## src/rtl/rect_bounce_ctl.sv

```systemverilog
// Motion controller for the on-screen rectangle: gravity fall, lossy floor bounces,
// and a final rest on the floor. Position only advances on a tick strobe.
module rect_bounce_ctl #(
  parameter int unsigned Y_MAX      = 537,
  parameter int unsigned ACCEL      = 1,
  parameter int unsigned VEL_MAX    = 64,
  parameter int unsigned LOSS_SHIFT = 2
) (
  input  logic        clk,
  input  logic        rst_n,
  input  logic        start,
  input  logic [11:0] x_in,
  input  logic [11:0] y_in,
  input  logic        tick,
  output logic [11:0] xpos,
  output logic [11:0] ypos,
  output logic [2:0]  state,
  output logic        busy
);

  typedef enum logic [2:0] {
    S_IDLE   = 3'b000,
    S_DOWN   = 3'b001,
    S_UP     = 3'b010,
    S_BOTTOM = 3'b011,
    S_BOUNCE = 3'b100
  } state_e;

  localparam logic [12:0] YMAX_W = 13'(Y_MAX);
  localparam logic [11:0] YMAX_N = 12'(Y_MAX);
  localparam logic [12:0] ACC_W  = 13'(ACCEL);
  localparam logic [11:0] ACC_N  = 12'(ACCEL);
  localparam logic [12:0] VMAX_W = 13'(VEL_MAX);

  state_e      state_q, state_d;
  logic [11:0] xpos_q, xpos_d;
  logic [11:0] ypos_q, ypos_d;
  logic [11:0] vel_q, vel_d;
  logic        busy_q, busy_d;

  // 13-bit views keep every add/compare free of wrap-around
  logic [12:0] vel_w, ypos_w, y_in_w;
  logic [12:0] vel_inc, vel_step, y_fall;
  logic [11:0] y_start, vel_loss, y_rise, vel_dec;

  assign vel_w    = {1'b0, vel_q};
  assign ypos_w   = {1'b0, ypos_q};
  assign y_in_w   = {1'b0, y_in};
  assign vel_inc  = vel_w + ACC_W;
  assign vel_step = (vel_inc > VMAX_W) ? VMAX_W : vel_inc;
  assign y_fall   = ypos_w + vel_step;
  assign y_start  = (y_in_w > YMAX_W) ? YMAX_N : y_in;

  // Only used when vel >= 2, vel <= ypos and vel > ACCEL, so 12 bits cannot underflow
  assign vel_loss = vel_q - (vel_q >> LOSS_SHIFT) - 12'd1;
  assign y_rise   = ypos_q - vel_q;
  assign vel_dec  = vel_q - ACC_N;

  always_comb begin
    state_d = state_q;
    xpos_d  = xpos_q;
    ypos_d  = ypos_q;
    vel_d   = vel_q;
    case (state_q)
      S_IDLE, S_BOTTOM: begin
        if (start) begin
          xpos_d  = x_in;
          ypos_d  = y_start;
          vel_d   = '0;
          state_d = S_DOWN;
        end
      end
      S_DOWN: begin
        if (tick) begin
          vel_d = vel_step[11:0];
          if (y_fall >= YMAX_W) begin
            ypos_d  = YMAX_N;
            state_d = S_BOUNCE;
          end else begin
            ypos_d = y_fall[11:0];
          end
        end
      end
      S_BOUNCE: begin
        if (vel_q <= 12'd1 || vel_loss == 12'd0) begin
          vel_d   = '0;
          state_d = S_BOTTOM;
        end else begin
          vel_d   = vel_loss;
          state_d = S_UP;
        end
      end
      S_UP: begin
        if (tick) begin
          if (vel_q > ypos_q) begin
            ypos_d  = '0;
            vel_d   = '0;
            state_d = S_DOWN;
          end else if (vel_w <= ACC_W) begin
            ypos_d  = y_rise;
            vel_d   = '0;
            state_d = S_DOWN;
          end else begin
            ypos_d = y_rise;
            vel_d  = vel_dec;
          end
        end
      end
      default: state_d = S_IDLE;
    endcase
    busy_d = (state_d == S_DOWN) || (state_d == S_UP) || (state_d == S_BOUNCE);
  end

  always_ff @(posedge clk or negedge rst_n) begin
    if (!rst_n) begin
      state_q <= S_IDLE;
      xpos_q  <= '0;
      ypos_q  <= '0;
      vel_q   <= '0;
      busy_q  <= 1'b0;
    end else begin
      state_q <= state_d;
      xpos_q  <= xpos_d;
      ypos_q  <= ypos_d;
      vel_q   <= vel_d;
      busy_q  <= busy_d;
    end
  end

  assign xpos  = xpos_q;
  assign ypos  = ypos_q;
  assign state = state_q;
  assign busy  = busy_q;

endmodule
```

## config.mk

```make
export PLATFORM = sky130hd
export DESIGN_NAME = rect_bounce_ctl
export DESIGN_NICKNAME = d
export VERILOG_FILES = /design/src/rtl/rect_bounce_ctl.sv
export SDC_FILE = /design/constraint.sdc
export NUM_CORES = 1
export LEC_CHECK = 0
export CAP_MARGIN = 20
export CORE_UTILIZATION = 52
export DETAILED_ROUTE_END_ITERATION = 10
export PLACE_DENSITY = 0.79
export SYNTH_ARGS = -nofsm -noshare
export SYNTH_HDL_FRONTEND = slang
export SYNTH_SLANG_ARGS = --single-unit
```

## constraint.sdc

```tcl
create_clock -name clk -period 4.3 [get_ports clk]
set_input_delay 1.29 -clock clk [delete_from_list [all_inputs] [get_ports clk]]
set_output_delay 1.29 -clock clk [all_outputs]
set_load 0.03 [all_outputs]
```

==> results of run 1 <==
## sequential cells by signal, summed over array words and instances (netlist names)
signal	count
xpos	12
state	3
vel_q	12
ypos	12
busy	1
## layer usage
| metal | wire (µm) | up-vias | track usage | share of wire |
|---|---|---|---|---|
| met1 | 5890 | 2300 | 0.427 | 0.41 |
| li1 | - | 2230 | - | - |
| met4 | 511 | 0 | 0.132 | 0.036 |
| met3 | 1380 | 52 | 0.0477 | 0.096 |
| met5 | 0 | - | 0 | 0 |
| met2 | 6600 | 300 | 0.534 | 0.46 |
## final timing paths
kind,slack (ns),from,endpoint,cells past startpoint
setup / recovery,0.03,vel_q[6],ypos[6],16
hold / removal,0.51,xpos[1],xpos[1],1
setup reg to reg,0.03,vel_q[6],ypos[6],16
hold reg to reg,0.51,xpos[1],xpos[1],1
max in group asynchronous,2.52,rst_n,vel_q[1],1
min in group asynchronous,1.13,rst_n,ypos[2],1
## cells in the final DEF (no fill, tap or decap), types with 4 or more instances in the layout
cell type / count
inv_1: 28
nand2b_1: 6
a22o_1: 4
nor2_1: 39
a31oi_1: 10
xor2_1: 8
conb_1: 5
o221ai_1: 4
or3_1: 5
nand4_1: 8
a22oi_1: 5
o211ai_1: 11
nor3_1: 20
or2_2: 6
nor4_1: 5
nand2_1: 33
o22ai_1: 4
buf_4: 48
dfrtp_1: 38
a21oi_1: 34
o21a_1: 14
o31ai_1: 4
o21ai_0: 23
and3_1: 7
o22a_1: 4
clkdlybuf4s50_1: 54
clkbuf_8: 5
nand3_1: 14
mux2_2: 12
nor2b_1: 6
a211oi_1: 6
ha_1: 35
a21o_1: 12
mux2i_1: 5
xnor2_1: 18
## cell families (layout without fill, tap and decap cells)
kind of cell	after synthesis	in the layout	synth area share
flops	40	40	0.229
compound gates	181	181	0.293
xor+xnor	26	26	0.0520
buf+inv	49	139	0.0426
fa+ha+maj	41	41	0.122
other cells	1	5	0.000857
simple gates	182	182	0.216
mux	18	18	0.0449
## per-stage QoR
| stage | setup slack (ns) | cells | setup TNS [ns] |
|---|---|---|---|
| finish | 0.0293 | 737 | 0 |
| CTS | 0.00107 | 737 | 0 |
| detailed placement | -0.0625 | 723 | -0.129 |
| global route | -0.165 | 737 | -1.04 |
| floorplan | 0.00330 | 542 | 0 |
| global placement | -0.0284 | 723 | -0.0284 |
## timing repair
item | 4_1_cts | 5_1_grt
resized for setup | 8 | 22
cloned | 0 | 0
setup endpoints to repair | 8 | 13
setup buffers | 6 | 1
pin swaps | 2 | 5
## layout make-up
class	instances	area, µm²	area share
Multi-Input combinational cell	453	3370	0.599
Clock inverter	2	35.0	0.00623
Clock buffer	6	72.6	0.0129
Tap cell	105	131	0.0234
Inverter	28	105	0.0187
Sequential cell	40	1000	0.179
Timing Repair Buffer	103	906	0.161
==> metrics, run 1 <==
status=complete, no violations; Avg Cell Area, Syn=8.14 µm²; Crit path buffers/inverters=0; CTS tree=built; DRC errors left=0; root buffer selected by CTS=clkbuf_8; EDFF count, synth=0; CP Data Required Time=4.55 ns; slew margin rel.=0.374; io pins=56; wire per inst=19.5 µm; Yosys cell types=a little under 80; ANT nets after route=0; Detail Placement HPWL=approximately 11,000 µm; Max-Cap Viols=0; Layout area overhead=28.4%; routed vias=4,882; Critical Path Fanout Max=6; Final Cycle Share=0.993; CP max stage cell=dfrtp_1; top-area cell type share of the netlist area=0.229; vias in the first global route=roughly 4,600; final core occ=0.687; final non-filler cell area=5620 µm²; chip height=93.8 µm; clk_lat worst skew=0.30 ns; crit path DAT=between 4 and 5 ns; commonest cells in the netlist=nor2_1 (42), dfrtp_1 (40), ha_1 (38); sequential area share after synthesis=0.229; die area=8790 µm²; hold buffer count at CTS=0; final wirelength=between 10,000 and 15,000 µm; critical path class=flop to flop; initial antenna violation count=0; minimum clock period=4.27 ns; synthesized netlist cell count=538; crit-path max cell delay=approximately 0.41 ns; RSZ-0062 raised after global routing=true; Die W=93.8 µm; Worst Hold Class=flop to flop; top-count cell post-synth=nor2_1; CTS max path bufs=2; CP cell instances=nand4_1 > nor4_4 > mux2_4 > o211ai_1 > or2_4 > nor2_4 > ha_4 > fa_2 > a211oi_4 > o21ai_1 > a211o_2 > a21o_1 > o41a_1 > or2_1 > o311ai_2 > o21a_1; Detailed Route Iter0 Violations=354; clock slew at reported path FFs=0.09 ns; mapped cell area=4380 µm²; fin. max-slew vios=0; Port Buffers=55; initial core utilization=0.536; nets=700; Congestion Overflow GR=0; Tot GR Track Use=0.325; diode count=0; clock sinks=40; CTS buffer count=5; yosys synthesis warning count=0; cell taking the most area after synthesis=dfrtp_1; vias per cell=6.62; clock skew=0.0112 ns; Core Box Area=8180 µm²; Worst Tran Pin Value=between 0.9 and 1 ns; Fmax=0.234 GHz; Top delay family on crit path=compound AO/OA/AOI/OAI gates; main flop type after synthesis=dfrtp_1; Fill cells=roughly 680; worst hold slack=0.511 ns; First-pass DRT Iterations=5; Placer Congestion=0.973; startpoint type of the worst setup path=flop; endpoints failing hold=0; post-place instance area=between 5000 and 6000 µm²; final count of negative-setup-slack endpoints=0; Synth async-reset ratio=1.00; largest net degree at the start of global routing=between 40 and 50; H-tree levels=2; Worst Setup End Kind=flop; first-pass GRT wire length=approximately 23,000 µm; top cells by area, synth=dfrtp_1 (23%), ha_1 (11%), a21oi_1 (3.9%); num rows=33; layout cells sized above 1=0.168; FF+latch count, synth=40
Power of run 1 is left out: the tool's default activity adds up to more than one toggle a clock period on the data nets, which glitch-free logic cannot reach.
==> run 2: changes to the inputs <==
--- a/config.mk
+++ b/config.mk
@@ -5,7 +5,6 @@
 export SDC_FILE = /design/constraint.sdc
 export NUM_CORES = 1
 export LEC_CHECK = 0
-export CAP_MARGIN = 20
 export CORE_UTILIZATION = 52
 export DETAILED_ROUTE_END_ITERATION = 10
 export PLACE_DENSITY = 0.79
==> results of run 2 <==
Final layout, timing and power as in run 1 (identical DEF).
Power of run 2 is left out for the same reason.
==> run 3: changes to the inputs <==
--- a/config.mk
+++ b/config.mk
@@ -7,6 +7,7 @@
 export LEC_CHECK = 0
 export CORE_UTILIZATION = 52
 export DETAILED_ROUTE_END_ITERATION = 10
+export GPL_TIMING_DRIVEN = 0
 export PLACE_DENSITY = 0.79
 export SYNTH_ARGS = -nofsm -noshare
 export SYNTH_HDL_FRONTEND = slang
==> run 3 against run 2 <==
  * Highest routed layer unchanged
  * Global-route usage is 0.93 points lower
  * Sequential share of layout area is 0.55 points lower
  * Setup slack worse by 0.26 ns
  * The run now ends with setup timing left
  * First-iteration DRC count is 50% higher
  * Clock skew is 0.0058 ns lower
  * Largest cell class unchanged
  * Via count is 2.0% higher
  * Critical path depth is 1 higher
  * Non-clock buffer count is 10 higher
  * Flip-flop and latch count stayed put
  * Die area stayed put
  * Fmax is 5.7% lower
  * Routed wire length is 1.1% higher
==> metrics, run 3 (synthesis gave the netlist of run 1 again) <==
clock skew=0.00537 ns (-0.00583 ns); first-pass GRT wire length=21,700 µm (-3.5%); CP max stage cell=dfrtp_2; Final Cycle Share=1.05 (+0.0602); startpoint type of the worst setup path=flop; Die W=93.8 µm (unchanged); Max-Cap Viols=0 (unchanged); routed vias=4,981 (+2.0%); hold buffer count at CTS=0 (unchanged); status=finished, violations left; RSZ-0062 raised after global routing=true; commonest non-fill, non-tap cells in the layout=clkdlybuf4s50_1 (53), buf_4 (39), nor2_1 (35); post-place instance area=5100 µm² (-4.2%); fin. max-slew vios=0 (unchanged); wire per inst=19.5 µm (-0.21%); Fmax=0.221 GHz (-5.7%); initial antenna violation count=0 (unchanged); Core Box Area=8180 µm² (unchanged); io pins=56 (unchanged); clk_lat worst skew=0.30 ns (about the same); CTS tree=built; commonest non-fill, non-tap cell in the layout=clkdlybuf4s50_1; DRC errors left=0 (unchanged); CTS max path bufs=2 (unchanged); final core occ=0.716 (+0.0291); crit-path max cell delay=0.46 ns (+0.05 ns); final non-filler cell area=5860 µm² (+4.2%); chip height=93.8 µm (unchanged); Congestion Overflow GR=0 (unchanged); largest net degree at the start of global routing=41 (unchanged); Placed Instances=701 (-3.0%); crit path DAT=4.72 ns (+0.20 ns); clock sinks=40 (unchanged); H-tree levels=2 (unchanged); Tot GR Track Use=0.316 (-0.00933); initial core utilization=0.536 (unchanged); Worst Hold Class=flop to flop; Detailed Route Iter0 Violations=532 (+50%); ANT nets after route=0 (unchanged); Worst Tran Pin Value=0.901 ns (-0.0386 ns); root buffer selected by CTS=clkbuf_8; final count of negative-setup-slack endpoints=9 (+9); die area=8790 µm² (unchanged); endpoints failing hold=0 (unchanged); CP cell instances=nand4_1 > mux2i_1 > o41ai_2 > o211ai_1 > or2_4 > buf_6 > nor2_4 > ha_4 > a211oi_4 > nor3_1 > or3b_1 > a21o_1 > o41a_1 > buf_6 > nor2_4 > a21oi_1 > o32a_1; num rows=33 (unchanged); critical path class=flop to flop; Layout area overhead=33.8%; final worst slack=-0.229 ns (-0.259 ns); layout cells sized above 1=0.215 (+0.0472); vias per cell=6.67 (+0.66%); CTS buffer count=5 (unchanged); Critical Path Fanout Max=8 (+2); clock slew at reported path FFs=0.08 ns (about the same); First-pass DRT Iterations=6 (+1); pre-CTS setup slack=-0.772 ns (-0.709 ns); slew margin rel.=0.400 (+0.0258); final wirelength=14,500 µm (+1.1%); nets=710 (+1.4%); failing checks=setup timing; Non-Filler Instances=747 (+1.4%); CP Data Required Time=4.49 ns (-0.06 ns); Placer Congestion=0.910 (-6.5%); Worst Setup End Kind=flop; minimum clock period=4.53 ns (+0.259 ns); Port Buffers=54 (-1.8%); vias in the first global route=4,413 (-3.7%); Detail Placement HPWL=10,300 µm (-7.6%); diode count=0 (unchanged)
run 3: cell type report:
cell class                 count  area (µm²)
tap                          105         131
timing repair buffer          98         888
inverter                      28         105
multi-input combinational    453        3530
clock inverter                 3        42.5
fill                         645        2320
clock buffer                   5        68.8
buffer                        15        80.1
sequential                    40        1010
run 3: metal layers:
metal  track usage  part of all wire  wire length (µm)
met4        0.0949             0.038               547
met1         0.421              0.41              5980
met2         0.524              0.46              6720
met5             0                 0                 0
met3        0.0502             0.088              1280
run 3: timing repair:
| action | in CTS | in global routing |
|---|---|---|
| endpoints found under the setup margin | 13 | 13 |
| buffers inserted | 20 | 24 |
| pin swaps | 18 | 29 |
| gates resized for setup | 38 | 47 |
| hold endpoints to repair | 0 | 0 |
run 3: path summary, 6_finish.rpt:
check	startpoint	end	slack [ns]	cells after the start
min reg2reg	xpos[9]	xpos[9]	0.51	1
min in group asynchronous	rst_n	ypos[0]	1.11	1
max in group asynchronous	rst_n	vel_q[0]	2.57	1
max reg2reg	vel_q[8]	ypos[3]	-0.23	17
min	xpos[9]	xpos[9]	0.51	1
max	vel_q[8]	ypos[3]	-0.23	17
run 3: per-stage QoR:
stage | hold slack, ns | setup TNS, ns
2_1_floorplan | 0.578 | 0
3_3_place_gp | 0.489 | -7.24
3_5_place_dp | 0.497 | -8.32
4_1_cts | 0.515 | -1.69
5_1_grt | 0.524 | -2.80
6_report | 0.511 | -1.59
run 3: critical path, delay by kind of cell, from the launching register on:
kind | cells | cell delay (ns)
flip-flops | 1 | 0.46
AND/OR/NAND/NOR | 6 | 1.30
adder cells (fa/ha/maj) | 1 | 0.24
AO/OA/AOI/OAI | 7 | 1.88
multiplexers | 1 | 0.21
buffers and inverters | 2 | 0.30
Power of run 3 is left out for the same reason.
